**src/rtl/uart_rx.sv**
```systemverilog
// 8N1 UART receiver: 2-FF input synchronizer, mid-bit sampling, valid/ack
// holding register with frame-error pulse and sticky overrun flag.
module uart_rx #(
  parameter int CLKS_PER_BIT = 868,
  parameter int HALF_BIT     = CLKS_PER_BIT / 2
) (
  input  logic       clk,
  input  logic       rst,
  input  logic       Rx_i,
  input  logic       ack_i,
  output logic [7:0] data_o,
  output logic       valid_o,
  output logic       busy_o,
  output logic       frame_err_o,
  output logic       overrun_o
);

  localparam int CW = $clog2(CLKS_PER_BIT);
  localparam logic [CW-1:0] BIT_LAST  = CW'(CLKS_PER_BIT - 1);
  localparam logic [CW-1:0] HALF_LAST = CW'(HALF_BIT - 1);

  typedef enum logic [2:0] {
    IDLE,
    START,
    DATA,
    STOP,
    BREAK
  } state_t;

  state_t        state, state_n;
  logic [CW-1:0] cnt, cnt_n;
  logic [2:0]    bit_idx, bit_idx_n;
  logic [7:0]    shreg, shreg_n;
  logic [7:0]    data_n;
  logic          valid_n, ferr_n, ovr_n;
  logic          rx_m, rx_s;

  // Synchronizer resets to the idle-high level so reset never looks like a start bit.
  always_ff @(posedge clk) begin
    if (!rst) begin
      rx_m <= 1'b1;
      rx_s <= 1'b1;
    end else begin
      rx_m <= Rx_i;
      rx_s <= rx_m;
    end
  end

  always_ff @(posedge clk) begin
    if (!rst) begin
      state       <= IDLE;
      cnt         <= '0;
      bit_idx     <= '0;
      shreg       <= '0;
      data_o      <= '0;
      valid_o     <= 1'b0;
      frame_err_o <= 1'b0;
      overrun_o   <= 1'b0;
    end else begin
      state       <= state_n;
      cnt         <= cnt_n;
      bit_idx     <= bit_idx_n;
      shreg       <= shreg_n;
      data_o      <= data_n;
      valid_o     <= valid_n;
      frame_err_o <= ferr_n;
      overrun_o   <= ovr_n;
    end
  end

  always_comb begin
    state_n   = state;
    cnt_n     = cnt;
    bit_idx_n = bit_idx;
    shreg_n   = shreg;
    data_n    = data_o;
    valid_n   = valid_o;
    ferr_n    = 1'b0;
    ovr_n     = overrun_o;

    if (ack_i && valid_o) valid_n = 1'b0;

    case (state)
      IDLE: begin
        if (!rx_s) begin
          state_n = START;
          cnt_n   = '0;
        end
      end
      START: begin
        if (cnt == HALF_LAST) begin
          if (rx_s) begin
            state_n = IDLE;
          end else begin
            state_n   = DATA;
            cnt_n     = '0;
            bit_idx_n = '0;
          end
        end else begin
          cnt_n = cnt + 1'b1;
        end
      end
      DATA: begin
        if (cnt == BIT_LAST) begin
          cnt_n   = '0;
          shreg_n = {rx_s, shreg[7:1]};
          if (bit_idx == 3'd7) state_n = STOP;
          else                 bit_idx_n = bit_idx + 1'b1;
        end else begin
          cnt_n = cnt + 1'b1;
        end
      end
      STOP: begin
        if (cnt == BIT_LAST) begin
          cnt_n = '0;
          if (rx_s) begin
            // A completing byte takes priority over a same-cycle ack.
            data_n  = shreg;
            valid_n = 1'b1;
            if (valid_o && !ack_i) ovr_n = 1'b1;
            state_n = IDLE;
          end else begin
            ferr_n  = 1'b1;
            state_n = BREAK;
          end
        end else begin
          cnt_n = cnt + 1'b1;
        end
      end
      BREAK: begin
        if (rx_s) state_n = IDLE;
      end
      default: state_n = IDLE;
    endcase
  end

  assign busy_o = (state != IDLE);

endmodule
```
**config.mk**
```make
export PLATFORM = sky130hd
export DESIGN_NAME = uart_rx
export DESIGN_NICKNAME = d
export VERILOG_FILES = /design/src/rtl/uart_rx.sv
export SDC_FILE = /design/constraint.sdc
export NUM_CORES = 1
export LEC_CHECK = 0
export BUFFER_PORTS_ARGS = -buffer_cell sky130_fd_sc_hd__buf_4
export CAP_MARGIN = 20
export CORE_MARGIN = 10
export CORE_UTILIZATION = 45
export DETAILED_ROUTE_END_ITERATION = 7
export MAX_ROUTING_LAYER = met4
export SETUP_SLACK_MARGIN = 0.2
export SLEW_MARGIN = 20
export SYNTH_ARGS = -nofsm -noshare
export SYNTH_HDL_FRONTEND = slang
export SYNTH_SLANG_ARGS = --single-unit
```
**constraint.sdc**
```tcl
create_clock -name clk -period 3.2 [get_ports clk]
set_input_delay 0.32 -clock clk [delete_from_list [all_inputs] [get_ports clk]]
set_output_delay 0.32 -clock clk [all_outputs]
set_load 0.01 [all_outputs]
```
# Yosys cells after proc, flatten, opt, wreduce, memory -nomap -nowiden
# Index checks and enable logic that the tools add are counted.
# word_totals
ff_bits,37
inputBits,4
output_inout_bits,12
word_cells,64
# classes
n_addsub,2
n_eq_ne,15
n_mux,23
reduce_logical,14
# ops
op,count
two-way mux 3 bit,11
two-way mux 10 bit,3
one-hot mux 10 bit (3 select lines),1
"!= test 2 bit, second input constant",8
one-hot mux 3 bit (5 select lines),1
"adder 10 x 1 -> 10 bit, second input constant",1
"== test 10 bit, second input constant",1
"== test 10 x 9 -> 1 bit, second input constant",1
"== test 3 x 2 -> 1 bit, second input constant",2
"== test 3 bit, second input constant",2
one-hot mux 3 bit (2 select lines),1
AND reduction 3 bit,2
AND reduction 6 bit,1
nonzero test 3 bit,2
two-way mux 1 bit,5
AND reduction 5 bit,1
AND reduction 4 bit,1
"adder 3 x 1 -> 3 bit, second input constant",1
"== test 3 x 1 -> 1 bit, second input constant",1
logical NOT 3 bit,1
logical AND 1 bit,2
two-way mux 2 bit,1
AND reduction 2 bit,1
nonzero test 2 bit,1
2 further kinds,2

# Logic depth before layout (Yosys ltp)
# Gate-level depths: netlist (run 1).
# depth
depth_word,5
mapped_depth,6
depth_no_buf,6

# Least setup slack after synthesis (run 1)
# OpenSTA, ideal clock, no wires.
# synth_timing
kind,register to register
startpoint,register cnt[0]
endpoint,register state[2]
setup_ns,0.070
arrival_time_ns,1.681
required_time_ns,3.130
setup_slack_ns,1.449
path_stages_with_launch,7
synth_period_minus_slack_ns,1.751
path_cell_list,dfxtp_1 ha_1 nor4bb_1 buf_2 nand3_1 or4_1 a21oi_1
# synth_between
elab_chain_cells,3
elab_cells_between_ends,6
classes_between,5 x eq/ne; 1 x reduce/logical
# synth_lines
item,line_no,rtl
start: declaration,31,"logic [CW-1:0] cnt, cnt_n;"
start signal: assignment,61,cnt <= cnt_n;
== test 10 bit or == test 10 x 9 -> 1 bit (tied branches),"104, 114, 91",
!= test 2 bit (no source line),--,
AND reduction 6 bit (no source line) (*),--,
end signal: assignment,60,state <= state_n;
end: declaration,30,"state_t state, state_n;"
# Mark *: on every way between the ends. The rest lies on a longest branch, timed or not.
# A chain may end at the register's enable or synchronous reset.

# Worst setup path after layout (run 1)
# layout_timing
startpoint,register cnt[8]
endpoint,register bit_idx[0]
# layout_between
elab_chain_cells,3
elab_cells_between_ends,5
classes_between,4 x eq/ne; 1 x reduce/logical
# layout_lines
item,line_no,rtl
== test 10 bit or == test 10 x 9 -> 1 bit (tied branches),"104, 91",
!= test 2 bit (no source line),--,
AND reduction 5 bit (no source line) (*),--,
end signal: assignment,62,bit_idx <= bit_idx_n;
end: declaration,32,"logic [2:0] bit_idx, bit_idx_n;"
# Marked as above.

==> flow_metrics.py, run 1 <==
metrics = {
    "outcome": {
        "outcome": "finished, final reports clean",
    },
    "pwr": {
        "total_power_mw": 0.819,
        "ir_drop_uv": 341,
        "p_sw_share_pct": 23.3,
        "combinationalPowerShare_pct": 3.4,
        "p_leak_nw": 0.730,
        "switching_power_mw": 0.191,
        "p_int_mw": 0.628,
        "p_seq_share_pct": 57.2,
        "p_per_area_nw_per_um2": 385,
        "pwr-share-clk_pct": 39.4,
    },
    "worst_setup_path": {
        "reg2reg_to": "bit_idx[0]",
        "startpoint_type": "flip-flop",
        "cp_cell_sequence": "or3b_1 -> nor4_4 -> a21oi_1 -> a211oi_1",
        "critPathMaxFanout": 11,
        "cp_top_family": "simple AND/OR/NAND/NOR gates",
        "crit_type": "reg2reg",
        "r2r_setup_slack_ns": 0.99,
        "rr_startpoint": "cnt[8]",
        "cp.depth": 4,
        "critPathMaxStageDelay_ns": 0.78,
        "endpoint_kind": "flip-flop",
        "reg2reg_depth": 4,
        "arrival_ns": 2.41,
        "cpMaxStageDelayCell": "nor4_4",
        "crit_buf_inv": 0,
        "crit_required_ns": 3.40,
    },
    "drt": {
        "vias": 1626,
        "avgRoutedWirePerCell_um": 15.6,
        "routed_wl_um": 4250,
        "drc": 0,
        "drt-initial-drc-count": 98,
        "drtAntennaViolNets": 0,
        "firstDrtPassIters": 4,
        "avgViaCountPerCell": 5.96,
    },
    "synthesis": {
        "yosys_warnings": 0,
        "yosys_most_used_dff": "dfxtp_1",
        "synth-compound-area-share_pct": 17.5,
        "synth_simple_gate_area_share_pct": 25.1,
        "synthDistinctLibCells": 53,
        "synthCells": 211,
        "syn_area_um2": 1930,
        "ys_seq_area_share_pct": 38.3,
        "synth_edf_count": 0,
        "synth_xor_area_share_pct": 1.36,
        "synth_fa_ha_area_share_pct": 2.59,
        "async_flop_share_pct": 0,
        "synth_top_family_by_area": "simple AND/OR/NAND/NOR gates",
        "syn_area_per_cell_um2": 9.16,
        "synth-seq-cells": 37,
        "syn_nets": 219,
        "synth_mux_area_share_pct": 8.29,
    },
    "sta": {
        "final.period_utilization_pct": 69.1,
        "slew_headroom_pct": 45.2,
        "fin_tns_setup_ns": 0,
        "slew_violations": 0,
        "finalHoldViolCount": 0,
        "tightest_slew_ns": 0.815,
        "fin_skew_ns": 0.00650,
        "period_needed_ns": 2.21,
        "rsz0062_at_grt": "no",
        "setup_viol": 0,
        "maxClockFrequency_mhz": 452,
        "worst_slack_ns": 0.989,
    },
    "floorplanning": {
        "die_area_um2": 7310,
        "initial_core_util_pct": 47.3,
        "die_y_um": 85.5,
        "io-pin-count": 16,
        "coreArea_um2": 4090,
        "die_width_um": 85.5,
        "core.rowCount": 23,
    },
    "clock_tree": {
        "clk_latency_ns": 0.29,
        "cts_buffers": 5,
        "cts_max_level": 2,
        "clock-root-buffer": "clkbuf_8",
        "cts_hold_buf": 0,
        "cts_sinks": 37,
        "cts_tree": "done",
        "cts_resized": 0,
        "clk_pin_slew_ns": 0.07,
        "clockBufferDepth": 2,
        "postCtsSetupRepairBufs": 0,
    },
    "layout": {
        "multi_input_area_um2": 1060,
        "fillers": 388,
        "layout_commonest_cell": "dfxtp_1",
        "fin_cells": 273,
        "seqCellArea_um2": 741,
        "final_cell_mix": "37 x dfxtp_1, 21 x nor2_1, 17 x buf_4, 16 x mux2i_1, 12 x inv_1",
        "layout-drive-gt1-share_pct": 16.6,
        "fin_nets": 230,
        "synthToLayoutAreaGrowth_pct": 9.97,
        "num_antenna_cells": 0,
    },
    "worst_hold_path": {
        "hold_path.class": "in2reg",
        "hold_start": "Rx_i",
        "hold-path-cell-count": 2,
        "hold_path_end": "rx_m",
    },
    "global_routing": {
        "grt_overflow": 0,
        "antenna_found_initial": 0,
        "grt_max_degree": 23,
        "grt_pass1_vias": 1519,
        "grt_util_all_layers_pct": 11.8,
        "grt_pass1_wl_um": 7160,
    },
    "placed_design": {
        "dp_hpwl_um": 3020,
        "port_buffers": 15,
        "gp_congestion": 0.849,
        "dp_cells": 265,
        "dp_slack_ns": 1.01,
    },
    "flow_run": {
        "cap_violations": 0,
    },
}
## cells by family after synthesis
| family | after synthesis |
|---|---|
| simple gates | 77 |
| fa+ha+maj | 4 |
| mux | 16 |
| compound gates | 49 |
| xor+xnor | 3 |
| flops | 37 |
| buf+inv | 25 |
## stage by stage
step | util [%] | hold slack, ns | cell area (um2)
6_report | 52.0 | 0.214 | 2120
5_1_grt | 52.0 | 0.207 | 2120
4_1_cts | 52.0 | 0.207 | 2120
3_5_place_dp | 49.8 | 0.403 | 2030
3_3_place_gp | 49.8 | 0.401 | 2030
2_1_floorplan | - | 0.386 | 1930
## layer usage
| metal | vias up | wire length, um | track usage, % |
|---|---|---|---|
| li1 | 802 | - | - |
| met1 | 771 | 1990 | 15.1 |
| met2 | 49 | 1990 | 17.8 |
| met3 | 4 | 223 | 2.84 |
| met4 | 0 | 34 | 3.74 |
| met5 | - | 0 | - |
## power by group through the flow
| stage | clock (mW) | combinational, mW | sequential, mW |
|---|---|---|---|
| 6_report | 0.322 | 0.0282 | 0.468 |
| 3_3_place_gp | 0 | 0.0276 | 0.479 |
| 4_1_cts | 0.336 | 0.0280 | 0.468 |
| 2_1_floorplan | 0 | 0.0212 | 0.475 |
| 3_5_place_dp | 0 | 0.0280 | 0.479 |
| 5_1_grt | 0.359 | 0.0306 | 0.469 |
## area by class of cell
| class | count | area share [%] |
|---|---|---|
| inverters | 12 | 2.12 |
| well taps | 50 | 2.94 |
| flip-flops and latches | 37 | 34.9 |
| multi-input cells | 149 | 49.8 |
| clock inverters | 3 | 1.00 |
| repair buffers | 17 | 6.01 |
| clock buffers | 5 | 3.24 |
## worst max path at each step
stage / start / endpoint / slack (ns)
floorplan: cnt[0] / state[2] / 1.45
global placement: state[2] / bit_idx[0] / 1.04
detailed placement: cnt[8] / data_o[7] / 1.01
CTS: cnt[8] / data_o[7] / 0.99
global route: cnt[8] / data_o[7] / 0.83
finish: cnt[8] / bit_idx[0] / 0.99
## synth_stat cells (all sizes together), types with 2 or more instances
cell      n  area [um2]
dfxtp    37         741
nor2     22        90.1
mux2i    16         160
inv      12        45.0
a21oi    11        55.1
nand2     9        33.8
o21ai     9        45.0
nand3     8        40.0
buf       6        55.1
clkbuf    6        23.8
nor4      6        67.6
a31oi     5        31.3
nand2b    5        31.3
o22ai     5        31.3
ha        4        50.1
nand4     3        18.8
nand4bb   3        38.8
nor3      3        15.0
nor4b     3        26.3
o221ai    3        26.3
xnor2     3        26.3
a41oi     2        17.5
and2      2        12.5
nor2b     2        12.5
o21bai    2        15.0
o31a      2        18.8
o31ai     2        15.0
or3b      2        20.0
## sequential cells by signal, summed over array words and instances, names as in the netlist
name         count
cnt             10
rx_s             1
bit_idx          3
frame_err_o      1
data_o           8
rx_m             1
shreg            8
overrun_o        1
state            3
valid_o          1
Power figures use the tool's default switching activity.
==> run 2: changes to the inputs <==
==> constraint.sdc (replaced) <==
create_clock -name clk -period 2.2 [get_ports clk]
set_input_delay 0.22 -clock clk [delete_from_list [all_inputs] [get_ports clk]]
set_output_delay 0.22 -clock clk [all_outputs]
set_load 0.01 [all_outputs]
==> flow_metrics.py, run 2 (same netlist as run 1, synthesis figures left out) <==
metrics = {
    "clock_tree": {
        "postCtsSetupRepairBufs": 0,
        "clk_latency_ns": 0.29,
        "clock-root-buffer": "clkbuf_8",
        "clockBufferDepth": 2,
        "cts_tree": "done",
        "cts_max_level": 2,
        "cts_buffers": 5,
        "cts_sinks": 37,
        "clk_pin_slew_ns": 0.08,
    },
    "drt": {
        "avgRoutedWirePerCell_um": 16.4,
        "drt-initial-drc-count": 147,
        "avgViaCountPerCell": 5.84,
        "routed_wl_um": 4630,
        "vias": 1646,
        "drc": 0,
        "drtAntennaViolNets": 0,
        "firstDrtPassIters": 4,
    },
    "floorplanning": {
        "initial_core_util_pct": 47.3,
        "core.rowCount": 23,
        "die_y_um": 85.5,
        "die_area_um2": 7310,
        "coreArea_um2": 4090,
        "die_width_um": 85.5,
        "io-pin-count": 16,
    },
    "sta": {
        "period_needed_ns": 1.86,
        "fin_skew_ns": 0.00533,
        "tightest_slew_ns": 0.668,
        "fin_tns_setup_ns": 0,
        "maxClockFrequency_mhz": 538,
        "final.period_utilization_pct": 84.4,
        "finalHoldViolCount": 0,
        "setup_viol": 0,
        "slew_violations": 0,
        "slew_headroom_pct": 55.4,
        "worst_slack_ns": 0.342,
        "rsz0062_at_grt": "no",
    },
    "outcome": {
        "outcome": "finished, final reports clean",
    },
    "layout": {
        "final_cell_mix": "37 x dfxtp_1, 27 x buf_4, 21 x nor2_1, 16 x mux2i_1, 12 x inv_1",
        "num_antenna_cells": 0,
        "multi_input_area_um2": 1060,
        "layout_commonest_cell": "dfxtp_1",
        "layout-drive-gt1-share_pct": 19.8,
        "top_regs": "cnt x10, data_o x8, shreg x8",
        "fillers": 382,
        "top_register": "cnt",
        "largest_reg_flops": 10,
        "stdcell_area_um2": 2190,
        "final_util_pct": 53.7,
        "fin_nets": 240,
        "synthToLayoutAreaGrowth_pct": 13.5,
        "seqCellArea_um2": 741,
    },
    "worst_setup_path": {
        "critPathMaxFanout": 9,
        "arrival_ns": 2.06,
        "endpoint_kind": "flip-flop",
        "crit_required_ns": 2.40,
        "crit_type": "reg2reg",
        "startpoint_type": "flip-flop",
    },
    "placed_design": {
        "placed_cell_area_um2": 2110,
        "dp_hpwl_um": 3360,
        "port_buffers": 15,
        "dp_slack_ns": 0.280,
        "gp_congestion": 0.903,
    },
    "global_routing": {
        "grt_pass1_vias": 1548,
        "grt_max_degree": 23,
        "grt_pass1_wl_um": 7710,
        "antenna_found_initial": 0,
        "grt_util_all_layers_pct": 13.2,
        "grt_overflow": 0,
    },
    "pwr": {
        "pwr-share-clk_pct": 39.1,
        "p_per_area_nw_per_um2": 546,
        "switching_power_mw": 0.283,
        "p_int_mw": 0.914,
        "total_power_mw": 1.20,
        "p_seq_share_pct": 56.5,
        "p_sw_share_pct": 23.6,
        "combinationalPowerShare_pct": 4.4,
        "ir_drop_uv": 355,
        "p_leak_nw": 0.784,
    },
    "flow_run": {
        "cap_violations": 0,
    },
    "worst_hold_path": {
        "hold_path.class": "in2reg",
    },
}
-- run 2: changes by cell type in the layout (fill, tap and decap cells not counted), sizes merged --
cell	delta
buf	+10
clkbuf	+1
inv	-1
clkinvlp	-1
-- run 2: layer usage --
metal	vias up	part of all wire, %	track usage, %
met5	-	0	-
met4	0	0.97	6.29
met3	6	2.7	3.12
met2	31	49	19.5
met1	793	47	16.5
li1	816	-	-
-- run 2: power by group through the flow --
stage / Combinational (mW) / Clock (mW) / Sequential, mW
3_3_place_gp: 0.0499 / 0 / 0.692
6_report: 0.0523 / 0.468 / 0.677
5_1_grt: 0.0578 / 0.508 / 0.677
4_1_cts: 0.0522 / 0.480 / 0.676
3_5_place_dp: 0.0519 / 0 / 0.692
2_1_floorplan: 0.0308 / 0 / 0.691
-- run 2: final cells by class --
class / count / share of cell area, %
Timing Repair Buffer: 27 / 9.24
Sequential cell: 37 / 33.8
Inverter: 12 / 2.05
Multi-Input combinational cell: 149 / 48.4
Tap cell: 50 / 2.85
Clock buffer: 6 / 3.31
Clock inverter: 1 / 0.399
-- run 2: final timing paths --
path / slack [ns] / to / cells past startpoint / start
setup / recovery: 0.34 / bit_idx[0] / 5 / cnt[8]
hold / removal: 0.11 / rx_m / 2 / Rx_i
setup reg to reg: 0.34 / bit_idx[0] / 5 / cnt[8]
hold reg to reg: 0.41 / rx_s / 1 / rx_m
-- run 2: worst max-delay path, cell delays in order, from the launching register on --
cell	delay [ns]
dfxtp_1	0.43
or3b_4	0.49
nor4_4	0.29
buf_4	0.24
a21oi_1	0.10
a211oi_1	0.23
-- run 2: stage by stage --
step           hold WS, ns  std cells
5_1_grt              0.113        282
6_report             0.107        282
2_1_floorplan        0.293        211
3_5_place_dp         0.391        275
3_3_place_gp         0.396        275
4_1_cts              0.100        282
-- run 2: what timing repair did --
item,in CTS,in global routing
setup endpoints to repair,0,16
resized for setup,0,1
hold buffers,0,0
==> run 3: changes to the inputs <==
--- a/config.mk
+++ b/config.mk
@@ -11,6 +11,7 @@
 export CORE_UTILIZATION = 45
 export DETAILED_ROUTE_END_ITERATION = 7
 export MAX_ROUTING_LAYER = met4
+export PLACE_DENSITY = 0.65
 export SETUP_SLACK_MARGIN = 0.2
 export SLEW_MARGIN = 20
 export SYNTH_ARGS = -nofsm -noshare
==> constraint.sdc (replaced) <==
create_clock -name clk -period 1.7 [get_ports clk]
set_input_delay 0.17 -clock clk [delete_from_list [all_inputs] [get_ports clk]]
set_output_delay 0.17 -clock clk [all_outputs]
set_load 0.01 [all_outputs]
==> flow_metrics.py, run 3 (same netlist as run 1, synthesis figures left out) <==
metrics = {
    "sta": {
        "fin_tns_setup_ns": 0,
        "finalHoldViolCount": 0,
        "maxClockFrequency_mhz": 600,
        "tightest_slew_ns": 0.346,
        "final.period_utilization_pct": 98.1,
        "fin_hold_ws_ns": 0.0689,
        "rsz0062_at_grt": "yes",
        "setup_viol": 0,
        "slew_violations": 0,
        "slew_headroom_pct": 76.7,
        "period_needed_ns": 1.67,
        "fin_skew_ns": 0.00937,
        "worst_slack_ns": 0.0329,
    },
    "global_routing": {
        "grt_max_degree": 22,
        "antenna_found_initial": 0,
        "grt_overflow": 0,
        "grt_pass1_vias": 1603,
        "grt_pass1_wl_um": 7700,
        "grt_util_all_layers_pct": 12.7,
    },
    "worst_setup_path": {
        "arrival_ns": 1.85,
        "cp_top_family": "compound AO/OA/AOI/OAI gates",
        "r2r_setup_slack_ns": 0.03,
        "critPathMaxStageDelay_ns": 0.37,
        "critPathMostFrequentCell": "buf_6",
        "rr_startpoint": "cnt[0]",
        "crit_type": "reg2reg",
        "cp_cell_sequence": "ha_4 -> nor4bb_2 -> buf_4 -> buf_6 -> buf_6 -> a31oi_4 -> o21bai_1 -> a21oi_1",
        "crit_buf_inv": 3,
        "critPathMaxFanout": 5,
        "startpoint_type": "flip-flop",
        "endpoint_kind": "flip-flop",
        "reg2reg_to": "cnt[1]",
        "reg2reg_depth": 8,
        "crit_required_ns": 1.89,
        "cpMaxStageDelayCell": "dfxtp_4",
    },
    "floorplanning": {
        "die_y_um": 85.5,
        "die_area_um2": 7310,
        "core.rowCount": 23,
        "io-pin-count": 16,
        "die_width_um": 85.5,
        "initial_core_util_pct": 47.3,
        "coreArea_um2": 4090,
    },
    "drt": {
        "drc": 0,
        "drtAntennaViolNets": 0,
        "routed_wl_um": 4810,
        "vias": 1722,
        "drt-initial-drc-count": 156,
        "avgViaCountPerCell": 5.76,
        "firstDrtPassIters": 4,
        "avgRoutedWirePerCell_um": 16.1,
    },
    "layout": {
        "largest_reg_flops": 10,
        "layout-drive-gt1-share_pct": 43.4,
        "top_register": "cnt",
        "stdcell_area_um2": 2630,
        "fin_cells": 299,
        "fin_nets": 257,
        "top_regs": "cnt x10, data_o x8, shreg x8",
        "layout_commonest_cell": "buf_4",
        "num_antenna_cells": 0,
        "synthToLayoutAreaGrowth_pct": 36.1,
        "final_cell_mix": "36 x buf_4, 28 x dfxtp_1, 21 x nor2_1, 15 x mux2i_1, 11 x inv_1",
        "final_util_pct": 64.4,
    },
    "clock_tree": {
        "cts_tree": "done",
        "clockBufferDepth": 2,
        "clock-root-buffer": "clkbuf_8",
        "clk_pin_slew_ns": 0.07,
        "cts_sinks": 37,
        "cts_buffers": 5,
        "clk_latency_ns": 0.28,
        "cts_max_level": 2,
    },
    "pwr": {
        "total_power_mw": 1.59,
        "p_sw_share_pct": 22.8,
        "combinationalPowerShare_pct": 5.6,
        "p_seq_share_pct": 55.0,
        "p_leak_nw": 0.920,
        "switching_power_mw": 0.363,
        "p_per_area_nw_per_um2": 605,
        "ir_drop_uv": 500,
        "p_int_mw": 1.23,
        "pwr-share-clk_pct": 39.5,
    },
    "outcome": {
        "outcome": "finished, final reports clean",
    },
    "placed_design": {
        "placed_cell_area_um2": 2230,
        "port_buffers": 15,
        "dp_cells": 283,
        "dp_slack_ns": -0.0294,
        "dp_hpwl_um": 3130,
        "gp_congestion": 0.807,
    },
    "flow_run": {
        "cap_violations": 0,
    },
    "worst_hold_path": {
        "hold_path_end": "rx_m",
        "hold_path.class": "in2reg",
        "hold-path-cell-count": 2,
        "hold_start": "Rx_i",
    },
}
run 3: final cells by class:
class	instances	area, um2
inverter	12	45.0
tap	50	62.6
fill	342	1460
clock inverter	1	7.51
multi-input combinational	149	1300
timing repair buffer	44	378
clock buffer	6	82.6
sequential	37	757
run 3: repair_timing:
| action | in CTS | in global routing |
|---|---|---|
| hold buffers | 0 | 0 |
| buffers inserted | 6 | 3 |
| gates resized for setup | 29 | 26 |
| hold endpoints to repair | 0 | 0 |
| pin swaps | 13 | 6 |
| endpoints found under the setup margin | 34 | 36 |
run 3: how the worst max path moves through the flow:
stage	startpoint	end	slack, ns	cells past startpoint
3_5_place_dp	cnt[3]	data_o[6]	-0.03	6
5_1_grt	cnt[3]	shreg[4]	-0.07	5
4_1_cts	state[2]	shreg[4]	0.02	5
6_report	cnt[0]	cnt[1]	0.03	8
3_3_place_gp	cnt[3]	shreg[2]	-0.007	5
2_1_floorplan	cnt[3]	shreg[0]	0.04	6
run 3: power groups by stage:
stage / logic [mW] / clock network, mW / registers [mW]
after floorplan: 0.0421 / 0 / 0.896
after global placement: 0.0745 / 0 / 0.896
after detailed placement: 0.0746 / 0 / 0.896
after CTS: 0.0814 / 0.645 / 0.874
after global routing: 0.0954 / 0.673 / 0.875
final: 0.0890 / 0.628 / 0.875
run 3: per-layer routing:
| layer | global-route usage [%] | vias to the layer above | wire length [um] |
|---|---|---|---|
| met1 | 16.8 | 806 | 2230 |
| met5 | - | - | 0 |
| li1 | - | 854 | - |
| met3 | 2.55 | 10 | 240 |
| met2 | 19.0 | 52 | 2280 |
| met4 | 3.89 | 0 | 62 |
